**config.mk**
```make
export PLATFORM = sky130hd
export DESIGN_NAME = attitude_sample_sequencer
export DESIGN_NICKNAME = d
export VERILOG_FILES = /design/src/rtl/attitude_sample_sequencer_pkg.sv /design/src/rtl/attitude_sample_sequencer_encoder.sv /design/src/rtl/attitude_sample_sequencer.sv
export SDC_FILE = /design/constraint.sdc
export NUM_CORES = 1
export LEC_CHECK = 0
export BUFFER_PORTS_ARGS = -buffer_cell sky130_fd_sc_hd__buf_2
export CORE_MARGIN = 1.5
export CORE_UTILIZATION = 25
export CTS_BUF_LIST = sky130_fd_sc_hd__clkbuf_8
export DETAILED_ROUTE_END_ITERATION = 8
export MAX_ROUTING_LAYER = met4
export PLACE_DENSITY_LB_ADDON = 0.15
export SLEW_MARGIN = 30
export SYNTH_ARGS = -nofsm -noshare
export SYNTH_HDL_FRONTEND = slang
export SYNTH_HIERARCHICAL = 1
export SYNTH_SLANG_ARGS = --single-unit
```
**constraint.sdc**
```tcl
create_clock -name i_Clk -period 5.89 [get_ports i_Clk]
set_input_delay 1.178 -clock i_Clk [delete_from_list [all_inputs] [get_ports i_Clk]]
set_output_delay 1.178 -clock i_Clk [all_outputs]
set_load 0.005 [all_outputs]
```
**src/rtl/attitude_sample_sequencer_pkg.sv**
```systemverilog
// Shared definitions for the attitude sample sequencer: FSM encodings,
// default sensor register map and the level-band used by the encoder.
package attitude_sample_sequencer_pkg;

  localparam logic [2:0] ST_IDLE      = 3'd0;
  localparam logic [2:0] ST_REQ_ROLL  = 3'd1;
  localparam logic [2:0] ST_REQ_PITCH = 3'd2;
  localparam logic [2:0] ST_ENCODE    = 3'd3;
  localparam logic [2:0] ST_COMMIT    = 3'd4;

  localparam logic [7:0] DEF_ROLL_ADDR  = 8'h1C;
  localparam logic [7:0] DEF_PITCH_ADDR = 8'h1E;

  // Angles strictly inside +/-16 degrees (256 LSB at 16 LSB/degree) count as level.
  localparam logic signed [15:0] LEVEL_HI = 16'sd256;
  localparam logic signed [15:0] LEVEL_LO = -16'sd256;

  // {sign roll, sign pitch, roll level, pitch level}
  typedef logic [3:0] attitude_t;

  function automatic logic is_level(input logic [15:0] raw);
    is_level = ($signed(raw) > LEVEL_LO) && ($signed(raw) < LEVEL_HI);
  endfunction

endpackage

```
**src/rtl/attitude_sample_sequencer_encoder.sv**
```systemverilog
// Roll/pitch to 4-bit attitude code; purely combinational, zero latency,
// no flow control.
module Roll_Pitch_Encoder
  import attitude_sample_sequencer_pkg::*;
(
  input  logic [15:0] roll,
  input  logic [15:0] pitch,
  output attitude_t   code
);

  assign code = {roll[15], pitch[15], is_level(roll), is_level(pitch)};

endmodule

```
**src/rtl/attitude_sample_sequencer.sv**
```systemverilog
// Periodic roll/pitch sampler with debounced attitude commit. A sample takes
// two reads plus two cycles; the read engine throttles via i_Rd_Valid, bounded by a timeout.
module attitude_sample_sequencer
  import attitude_sample_sequencer_pkg::*;
#(
  parameter int         SAMPLE_PERIOD  = 500000,
  parameter int         TIMEOUT_CYCLES = 4096,
  parameter int         DEBOUNCE_N     = 3,
  parameter logic [7:0] ROLL_ADDR      = DEF_ROLL_ADDR,
  parameter logic [7:0] PITCH_ADDR     = DEF_PITCH_ADDR
) (
  input  logic        i_Clk,
  input  logic        i_Rst_n,
  input  logic        i_Enable,
  input  logic        i_Clr_Status,
  output logic        o_Rd_Req,
  output logic [7:0]  o_Rd_Addr,
  input  logic        i_Rd_Valid,
  input  logic [15:0] i_Rd_Data,
  output logic [15:0] o_Roll_Raw,
  output logic [15:0] o_Pitch_Raw,
  output logic [3:0]  o_Attitude,
  output logic        o_Update,
  output logic        o_Overrun,
  output logic [7:0]  o_Err_Count
);

  localparam int TW = (SAMPLE_PERIOD > 1) ? $clog2(SAMPLE_PERIOD) : 1;
  localparam int WW = $clog2(TIMEOUT_CYCLES + 1);
  localparam int CW = $clog2(DEBOUNCE_N + 1);

  localparam logic [TW-1:0] TICK_LAST = TW'(SAMPLE_PERIOD - 1);
  localparam logic [WW-1:0] WAIT_LAST = WW'(TIMEOUT_CYCLES - 1);
  localparam logic [CW-1:0] CNT_SAT   = CW'(DEBOUNCE_N);

  logic [TW-1:0] tick_cnt;
  logic          tick;

  logic [2:0]    state;
  logic          rd_req;
  logic [WW-1:0] wait_cnt;
  logic [15:0]   roll_hold;
  logic [15:0]   roll_raw;
  logic [15:0]   pitch_raw;

  attitude_t     enc_code;
  attitude_t     sample;
  attitude_t     candidate;
  attitude_t     next_cand;
  attitude_t     attitude;
  logic [CW-1:0] db_cnt;
  logic [CW-1:0] next_cnt;
  logic          update;

  logic          overrun;
  logic [7:0]    err_cnt;

  logic          in_req;
  logic          rd_accept;
  logic          timeout_evt;
  logic          overrun_evt;

  // Free-running sample timebase, independent of i_Enable.
  assign tick = (tick_cnt == TICK_LAST);

  always_ff @(posedge i_Clk or negedge i_Rst_n) begin
    if (!i_Rst_n) begin
      tick_cnt <= '0;
    end else if (tick) begin
      tick_cnt <= '0;
    end else begin
      tick_cnt <= tick_cnt + TW'(1);
    end
  end

  assign in_req      = (state == ST_REQ_ROLL) || (state == ST_REQ_PITCH);
  assign rd_accept   = in_req && rd_req && i_Rd_Valid;
  assign timeout_evt = in_req && rd_req && !i_Rd_Valid && (wait_cnt == WAIT_LAST);
  assign overrun_evt = tick && (state != ST_IDLE);

  always_ff @(posedge i_Clk or negedge i_Rst_n) begin
    if (!i_Rst_n) begin
      state    <= ST_IDLE;
      rd_req   <= 1'b0;
      wait_cnt <= '0;
    end else begin
      case (state)
        ST_IDLE: begin
          if (tick && i_Enable) begin
            state    <= ST_REQ_ROLL;
            rd_req   <= 1'b1;
            wait_cnt <= '0;
          end
        end
        ST_REQ_ROLL, ST_REQ_PITCH: begin
          // Pitch enters with the request low for one cycle after the roll handshake.
          if (!rd_req) begin
            rd_req <= 1'b1;
          end else if (rd_accept) begin
            rd_req   <= 1'b0;
            wait_cnt <= '0;
            state    <= (state == ST_REQ_ROLL) ? ST_REQ_PITCH : ST_ENCODE;
          end else if (timeout_evt) begin
            rd_req   <= 1'b0;
            wait_cnt <= '0;
            state    <= ST_IDLE;
          end else begin
            wait_cnt <= wait_cnt + WW'(1);
          end
        end
        ST_ENCODE: state <= ST_COMMIT;
        ST_COMMIT: state <= ST_IDLE;
        default: begin
          state  <= ST_IDLE;
          rd_req <= 1'b0;
        end
      endcase
    end
  end

  // Roll is held privately so both raw outputs change together.
  always_ff @(posedge i_Clk or negedge i_Rst_n) begin
    if (!i_Rst_n) begin
      roll_hold <= '0;
      roll_raw  <= '0;
      pitch_raw <= '0;
    end else if (rd_accept) begin
      if (state == ST_REQ_ROLL) begin
        roll_hold <= i_Rd_Data;
      end else begin
        roll_raw  <= roll_hold;
        pitch_raw <= i_Rd_Data;
      end
    end
  end

  Roll_Pitch_Encoder u_encoder (
    .roll  (roll_raw),
    .pitch (pitch_raw),
    .code  (enc_code)
  );

  always_comb begin
    next_cand = candidate;
    next_cnt  = db_cnt;
    if (sample == candidate) begin
      if (db_cnt < CNT_SAT) begin
        next_cnt = db_cnt + CW'(1);
      end
    end else begin
      next_cand = sample;
      next_cnt  = CW'(1);
    end
  end

  always_ff @(posedge i_Clk or negedge i_Rst_n) begin
    if (!i_Rst_n) begin
      sample    <= '0;
      candidate <= '0;
      db_cnt    <= '0;
      attitude  <= '0;
      update    <= 1'b0;
    end else begin
      update <= 1'b0;
      if (state == ST_ENCODE) begin
        sample <= enc_code;
      end else if (state == ST_COMMIT) begin
        candidate <= next_cand;
        db_cnt    <= next_cnt;
        if ((next_cnt >= CNT_SAT) && (next_cand != attitude)) begin
          attitude <= next_cand;
          update   <= 1'b1;
        end
      end
    end
  end

  // Set/increment wins over a coincident clear.
  always_ff @(posedge i_Clk or negedge i_Rst_n) begin
    if (!i_Rst_n) begin
      overrun <= 1'b0;
      err_cnt <= '0;
    end else begin
      if (overrun_evt) begin
        overrun <= 1'b1;
      end else if (i_Clr_Status) begin
        overrun <= 1'b0;
      end

      if (timeout_evt) begin
        if (err_cnt != 8'hFF) begin
          err_cnt <= err_cnt + 8'd1;
        end
      end else if (i_Clr_Status) begin
        err_cnt <= '0;
      end
    end
  end

  assign o_Rd_Req    = rd_req;
  assign o_Rd_Addr   = rd_req ? ((state == ST_REQ_PITCH) ? PITCH_ADDR : ROLL_ADDR) : 8'h00;
  assign o_Roll_Raw  = roll_raw;
  assign o_Pitch_Raw = pitch_raw;
  assign o_Attitude  = attitude;
  assign o_Update    = update;
  assign o_Overrun   = overrun;
  assign o_Err_Count = err_cnt;

endmodule

```
== Word level (Yosys, flattened, before mapping) ==
Cells that the tools add are included.
Operators by class
  add/sub/neg operators: 4
  order comparisons: 6
  equal/unequal tests: 13
  multiplexer cells: 30
  bitwise logic cells: 3
  reductions and logical operators: 26
Operators with widths (count)
  13-bit two-way mux: 4
  16-bit by 9-bit > comparator with 1-bit output (second input constant): 2
  16-bit by 10-bit < comparator with 1-bit output (second input constant): 2
  13-bit case mux with 2 select lines: 1
  8-bit two-way mux: 3
  19-bit by 1-bit adder with 19-bit output (second input constant): 1
  19-bit equality test (second input constant): 1
  19-bit two-way mux: 1
  13-bit by 1-bit adder with 13-bit output (second input constant): 1
  13-bit by 12-bit equality test with 1-bit output (second input constant): 1
  3-bit two-way mux: 4
  1-bit two-way mux: 10
  2-bit AND reduction: 5
  1-bit logical AND: 9
  3-bit case mux with 3 select lines: 1
  3-bit AND reduction: 3
  8-bit by 1-bit adder with 8-bit output (second input constant): 1
  8-bit inequality test (second input constant): 1
  3-bit by 2-bit equality test with 1-bit output (second input constant): 2
  2-bit two-way mux: 3
  2-bit nonzero test: 3
  5-bit two-way mux: 1
  4-bit equality test: 1
  4-bit two-way mux: 1
  16 further kinds: 20
Storage, ports and cells
  flip-flop bits (word level): 108
  input bits: 21
  output and inout bits: 55
  word-level logic and storage cells: 96

== Depth between registers and ports, before layout ==
Gate-level depths: netlist (run 1).
  depth after elaboration: 9
  gate-level depth with buffers: 8
  mapped depth without buffers: 6

== Cells and area by module ==
Netlist (run 1), hierarchy kept.
By module, submodules not included
  attitude_sample_sequencer: times used 1, cells an instance 411, area each 4887.2 µm², seq. area each 2702.6 µm²
  Roll_Pitch_Encoder: times used 1, cells an instance 18, area each 145.1 µm², seq. area each 0.0 µm²

== Least setup slack after synthesis (run 1) ==
No wires, ideal clock.
  path kind: in2reg
  from: in i_Rd_Valid
  to: reg roll_hold[10]
  library setup time: 0.125 ns
  data arrival time: 2.407 ns
  required time: 5.765 ns
  slack: 3.358 ns
  cell stages on the path: 4
  path buffers: 1
  cells stage by stage: nand2_1 > nor3b_2 > clkbuf_1 > mux2_2
Between the ends
  word-level cells in the longest chain between the ends: 2
Ends and longest elaborated chain
  start, declared: line attitude_sample_sequencer.sv:18  | input logic i_Rd_Valid,
  1-bit logical AND: line attitude_sample_sequencer.sv:77  | assign rd_accept = in_req && rd_req && i_Rd_Valid;
  2-bit AND reduction (no source line)
  end signal, assigned: line attitude_sample_sequencer.sv:129  | roll_hold <= i_Rd_Data;
  end, declared: line attitude_sample_sequencer.sv:42  | logic [15:0] roll_hold;
No other way between the ends.
A chain may end at the register's enable or synchronous reset.

== Worst setup path after layout (run 1) ==
  from: reg state[1]
  to: out o_Rd_Addr[1]
Between the ends
  word-level cells in the longest chain between the ends: 3
Ends and longest elaborated chain
  start, declared: line attitude_sample_sequencer.sv:39  | logic [2:0] state;
  start signal, assigned: line attitude_sample_sequencer.sv:102  | state <= (state == ST_REQ_ROLL) ? ST_REQ_PITCH : ST_ENCODE;
  3-bit by 2-bit equality test with 1-bit output: line attitude_sample_sequencer.sv:201  | assign o_Rd_Addr = rd_req ? ((state == ST_REQ_PITCH) ? PITCH_ADDR : ROLL_ADDR) : 8'h00;
  2-bit two-way mux: line attitude_sample_sequencer.sv:201
  5-bit two-way mux: line attitude_sample_sequencer.sv:201
  end, declared: line attitude_sample_sequencer.sv:17  | output logic [7:0] o_Rd_Addr,
No other way between the ends.

==> flow_metrics.tcl, run 1 <==
set metrics [dict create \
    placed_area_sq_um 5642 \
    fin_util_pct 30.01 \
    hold_end "tick_cnt[14]" \
    grt_setup_unrepaired "no" \
    p_leak_uw 0.002832 \
    fin_area_sq_um 5878 \
    hold_class "reg -> reg" \
    antenna_found_initial 0 \
    worst_slew_pin_slew_ns 0.9542 \
    layout_min_cycle_time_ns 2.854 \
    synth_top_family_by_area "simple AND/OR/NAND/NOR gates" \
    n_fill_cell 2056 \
    synth_seq_cells 108 \
    fin_nets 521 \
    drtPass1Iterations 4 \
    wire_per_inst_um 15.10 \
    p_seq_share_pct 58.1 \
    hold_depth 1 \
    die_area_sq_um 20990 \
    crit_chain "nand2b_1 > nor3b_1 > buf_2" \
    cts_max_level 3 \
    core_sq_um 19590 \
    drt-total-wl_um 11590 \
    synth-compound-area-share_pct 7.882 \
    synth_top_area_share_pct 53.70 \
    clock_power_share_pct 39.8 \
    cap_violations 0 \
    drv_slew 0 \
    hold_viol 0 \
    dr.first_iter.drc_count 104 \
    dpl_worst_slack_ns 3.195 \
    status "complete, no violations" \
    cts.clk_slew.worst_paths_ns 0.11 \
    muxShareOfSynthArea_pct 14.02 \
    final_cell_mix "dfrtp_1, buf_2, mux2_2" \
    yosys_warnings 6 \
    power_density_nw_per_um2 216.9 \
    synth_area_per_cell_sq_um 11.73 \
    mappedNetlistArea_sq_um 5032 \
    synth_xor_area_share_pct 4.177 \
    cellInternalPower_uw 960.4 \
    hold_start "tick_cnt[14]" \
    cts.path.max_buffers 2 \
    ys_seq_area_share_pct 53.70 \
    synth_area_leader_cell "dfrtp_1" \
    drive_above_1_share_pct 32.27 \
    slew_headroom_pct 35.80 \
    crit-reg2reg-launch "tick_cnt[14]" \
    place_congestion 0.8088 \
    die_w_um 144.9 \
    cp.arrival_ns 1.68 \
    grt_pass1_wl_um 18980 \
    placementRows 51 \
    cts_buffers 9 \
    ys_types 54 \
    setup_violations 0 \
    critPathMaxFanout 11 \
    async_reset_ff_share_pct 100.0 \
    critPathTopFamily "flip-flops" \
    max_freq_mhz 350.4 \
    area_growth_pct 16.81 \
    antenna_cells 0 \
    numClockSinks 108 \
    root_buffer "clkbuf_8" \
    portBuffers 71 \
    combinationalPowerShare_pct 2.1 \
    skew_ns 0.01683 \
    grt_overflow_total 0 \
    layout_commonest_cell "dfrtp_1" \
    synth_edf_count 0 \
    ant_nets 0 \
    crit_buf_inv 1 \
    synth_area_leaders "dfrtp_1, mux2_2, xnor2_1" \
    cts_resized 0 \
    grt_max_degree 70 \
    ir_worst_vdd_mv 0.1062 \
    syn-instance-count 429 \
    r2r.worst_path.cells 5 \
    finalCritPeriodShare_pct 48.45 \
    dieHeight_um 144.9 \
    cts_tree "yes" \
    power.share.switching_pct 24.66 \
    r2r_slack_ns 3.28 \
    worstSetupStartpoint "state[1]" \
    switchingPower_uw 314.3 \
    setup_tns_ns 0 \
    cts_setup_buffers 0 \
    grt_use_total_pct 12.04 \
    pin_count 76 \
    cpPeakStageDelay_ns 0.58 \
    setup_ws_ns 3.036 \
    cp-start-kind "flip-flop" \
    r2r-end "wait_cnt[4]" \
    cp_slowest_cell "dfrtp_1" \
    synth-adder-area-share_pct 0.7459 \
    fin_hold_ws_ns 0.4972 \
    hold_buffers 0 \
    worstPathRequired_ns 4.71 \
    grt_pass1_vias 3489 \
    route.vias.total 3549 \
    synth_simple_gate_area_share_pct 16.71 \
    crit_type "reg -> out" \
    post-dp-hpwl_um 8123 \
    clock_latency_ns 0.39 \
    synthFlopType "dfrtp_1" \
    drcViolationCount 0 \
    critical_path.endpoint_type "primary output" \
    vias_per_cell 4.627 \
    initial_core_util_pct 25.69 \
]
[cells in the mapped netlist, types with 2 or more instances]
master    count
dfrtp_1     108
ha_1          3
nor2_1       26
o31ai_1       6
and2_1        5
or4_1         2
a211oi_1      5
o21ai_1       2
nand2b_1      5
a211o_1       2
clkbuf_1     10
xnor2_1      14
nand3b_1      5
o21ai_0      11
mux2i_1       3
o41ai_1       4
xor2_1       10
and3_1        7
mux2_2       60
nor4_2        5
buf_4         9
a31oi_1       5
and4_1        5
nor4_1        8
a221o_1       2
a21o_1        4
nand3_1      19
o21a_1        2
nand4_1       9
inv_1         5
nor2b_1       3
a21oi_1       6
nand2_1      25
nor3_1       14
[worst max path at each step]
stage               depth (start not counted)  slack (ns)       endpoint
detailed placement                          6        3.20   wait_cnt[10]
global placement                            6        3.30    wait_cnt[5]
finish                                      3        3.04   o_Rd_Addr[1]
CTS                                         3        3.05   o_Rd_Addr[1]
floorplan                                   4        3.36  roll_hold[10]
global route                                3        2.93   o_Rd_Addr[1]
[power groups by stage]
stage / registers (uW) / logic, uW / clock network, uW
2_1_floorplan: 756 / 3.95 / 0
6_report: 741 / 26.4 / 507
3_3_place_gp: 756 / 27.5 / 0
4_1_cts: 741 / 27.7 / 537
5_1_grt: 741 / 31.7 / 563
3_5_place_dp: 756 / 27.8 / 0
[state kept, by name, summed over array words and instances (netlist names)]
| name | cells |
|---|---|
| o_Overrun | 1 |
| state | 3 |
| o_Pitch_Raw | 16 |
| o_Rd_Req | 1 |
| o_Err_Count | 8 |
| sample | 4 |
| tick_cnt | 19 |
| wait_cnt | 13 |
| o_Update | 1 |
| candidate | 4 |
| db_cnt | 2 |
| o_Roll_Raw | 16 |
| roll_hold | 16 |
| o_Attitude | 4 |
[cell families after synthesis]
group                      count (synthesis)
muxes                                     63
DFF                                      108
other                                      1
adders and majority gates                  3
buffers and inverters                     25
AOI/OAI and AO/OA                         57
xor gates and xnor gates                  24
and+or+nand+nor                          148
[metal layers]
layer | track usage, % | routed length, um | vias up
li1 | - | - | 1701
met1 | 16.05 | 5551 | 1750
met2 | 17.99 | 5319 | 89
met3 | 3.587 | 607 | 9
met4 | 2.711 | 106 | 0
met5 | - | 0 | -
[metrics by stage]
| step | cells | power (uW) |
|---|---|---|
| 6_report | 767 | 1275 |
| 5_1_grt | 767 | 1337 |
| 4_1_cts | 767 | 1306 |
| 3_5_place_dp | 751 | 783.3 |
| 3_3_place_gp | 751 | 783.0 |
| 2_1_floorplan | 432 | 759.7 |
[cell type report]
type,instances,area (sq um),share of cell area [%]
clock buffers,9,123.9,2.107
clock inverters,7,100.1,1.703
inverters,5,18.77,0.3193
multi-input cells,299,2217,37.72
flip-flops and latches,108,2703,45.98
well taps,265,331.6,5.641
repair buffers,74,384.1,6.535
Note: power is estimated with default switching activity, not from simulation.
==> inputs of run 2 (changes only) <==
- ABC_AREA: default -> 1
- clock period: 5.89 -> 2.5 ns (I/O delays scaled with it)
==> flow_metrics.tcl, run 2 <==
set metrics [dict create \
    grt_pass1_wl_um 22610 \
    wl_met2_um 6119 \
    cp-start-kind "flip-flop" \
    slew_headroom_pct 49.49 \
    synth_area_leaders "dfrtp_1, nand2_1, inv_1" \
    core_sq_um 21890 \
    dr.first_iter.drc_count 197 \
    root_buffer "clkbuf_8" \
    grt_max_degree 109 \
    synth_area_leader_cell "dfrtp_1" \
    fin_hold_ws_ns 0.1334 \
    cts_setup_buffers 0 \
    place_congestion 0.8255 \
    async_reset_ff_share_pct 100.0 \
    layout_commonest_cell "nand2_1" \
    route.vias.total 4547 \
    cts.path.max_buffers 2 \
    initial_core_util_pct 25.50 \
    synthFlopType "dfrtp_1" \
    synth_edf_count 0 \
    cap_violations 0 \
    max_freq_mhz 468.7 \
    placementRows 54 \
    cp.arrival_ns 1.63 \
    mappedNetlistArea_sq_um 5583 \
    setup_tns_ns 0 \
    ys_types 30 \
    grt_overflow_total 0 \
    die_area_sq_um 23240 \
    layout_min_cycle_time_ns 2.134 \
    drv_slew 0 \
    p_leak_uw 0.003222 \
    worstPathRequired_ns 2.00 \
    antenna_cells 0 \
    ys_seq_area_share_pct 48.41 \
    worst_slew_pin_slew_ns 0.7548 \
    clock_latency_ns 0.39 \
    drive_above_1_share_pct 16.79 \
    ant_nets 0 \
    antenna_found_initial 0 \
    fin_util_pct 29.24 \
    hold_buffers 0 \
    portBuffers 71 \
    grt_use_total_pct 12.36 \
    syn-instance-count 708 \
    n_fill_cell 2445 \
    cts_resized 0 \
    status "complete, no violations" \
    post-synth-top-count-cell "nand2_1" \
    critical_path.endpoint_type "primary output" \
    grt_setup_unrepaired "no" \
    numClockSinks 108 \
    regMostFlops "tick_cnt" \
    synth_seq_cells 108 \
    top_layer_used "met4" \
    dpl_worst_slack_ns 0.5702 \
    drcViolationCount 0 \
    wl_met3_um 390 \
    synth_top_area_share_pct 48.41 \
    yosys_warnings 6 \
    hold_class "in -> async" \
    critPathMaxFanout 8 \
    largest_reg_flops 19 \
    cts_buffers 9 \
    cts.clk_slew.worst_paths_ns 0.11 \
    setup_violations 0 \
    hold_viol 0 \
    wire_per_inst_um 12.61 \
    cts_tree "yes" \
    post-dp-hpwl_um 9536 \
    synth_area_per_cell_sq_um 7.885 \
    finalCritPeriodShare_pct 85.34 \
    final_cell_mix "nand2_1, dfrtp_1, inv_1" \
    crit_type "reg -> out" \
    ir_worst_vdd_mv 0.3464 \
    fin_nets 799 \
    area_growth_pct 14.66 \
    skew_ns 0.01502 \
    power_density_nw_per_um2 897.6 \
    grt_pass1_vias 4448 \
    drtPass1Iterations 4 \
    die_w_um 152.4 \
    cts_max_level 3 \
    setup_ws_ns 0.3665 \
    vias_per_cell 4.290 \
    route.layer.met1.wl_um 6704 \
    drt-total-wl_um 13370 \
    pin_count 76 \
    dieHeight_um 152.4 \
    netlist_top_cells_count "nand2_1, dfrtp_1, inv_1" \
]
run 2: cell types whose count changed after synthesis, moves of 21 or more:
cell     before  now
nand3_1      19   40
mux2_2       60    0
o21ai_1       2   32
nor2_1       26   75
inv_1         5  105
o21ai_2       1   23
nand2_1      25  182
run 2: worst max-delay path: stages (launching register included):
cell     delay (ns)
dfrtp_1        0.55
inv_1          0.16
nor4_1         0.34
buf_2          0.19
run 2: cells by family (layout without fill, tap and decap cells):
kind of cell             Yosys count  count (layout)  share of synthesized area, %
AO/OA/AOI/OAI                     94              94                         10.11
flip-flops                       108             108                         48.41
adder cells (fa/ha/maj)            3               3                        0.6724
AND/OR/NAND/NOR                  348             348                         26.80
other                              1               4                       0.06717
XOR/XNOR                          22              22                         3.451
buffers and inverters            132             201                         10.49
run 2: report_power, final:
| group | switching, uW | internal, uW | leakage (uW) | total, uW |
|---|---|---|---|---|
| logic | 1200 | 782 | 0.00170 | 1980 |
| clock network | 668 | 471 | 0.000107 | 1140 |
| registers | 425 | 2200 | 0.00142 | 2630 |
run 2: final timing paths:
| kind | from | to | slack (ns) | cells past startpoint |
|---|---|---|---|---|
| hold reg to reg | tick_cnt[0] | tick_cnt[0] | 0.47 | 1 |
| hold / removal | i_Rst_n | tick_cnt[7] | 0.13 | 2 |
| min in group i_Clk | i_Rd_Data[7] | o_Pitch_Raw[7] | 0.36 | 3 |
| setup reg to reg | tick_cnt[0] | wait_cnt[3] | 0.59 | 10 |
| max in group asynchronous | i_Rst_n | o_Err_Count[1] | 1.82 | 2 |
| setup / recovery | o_Rd_Req | o_Rd_Addr[1] | 0.37 | 3 |
run 2: layer usage:
layer | vias to the layer above | GRT usage [%]
li1 | 2360 | -
met1 | 2098 | 16.54
met2 | 76 | 19.31
met3 | 13 | 2.162
met4 | 0 | 3.297
met5 | - | -
run 2: area by class of cell:
class / instances / area, sq um / share of cell area, %
flip-flops and latches: 108 / 2703 / 42.22
inverters: 107 / 402.9 / 6.294
clock inverters: 7 / 72.57 / 1.134
well taps: 280 / 350.3 / 5.473
multi-input cells: 471 / 2313 / 36.14
repair buffers: 78 / 435.4 / 6.802
clock buffers: 9 / 123.9 / 1.935
run 2: through the flow:
step | cells | area (sq um) | total power (uW)
after floorplan | 711 | 5594 | 4032
after global routing | 1060 | 6401 | 6269
after CTS | 1060 | 6401 | 5860
after global placement | 1044 | 6205 | 4692
after detailed placement | 1044 | 6205 | 4691
final | 1060 | 6401 | 5746
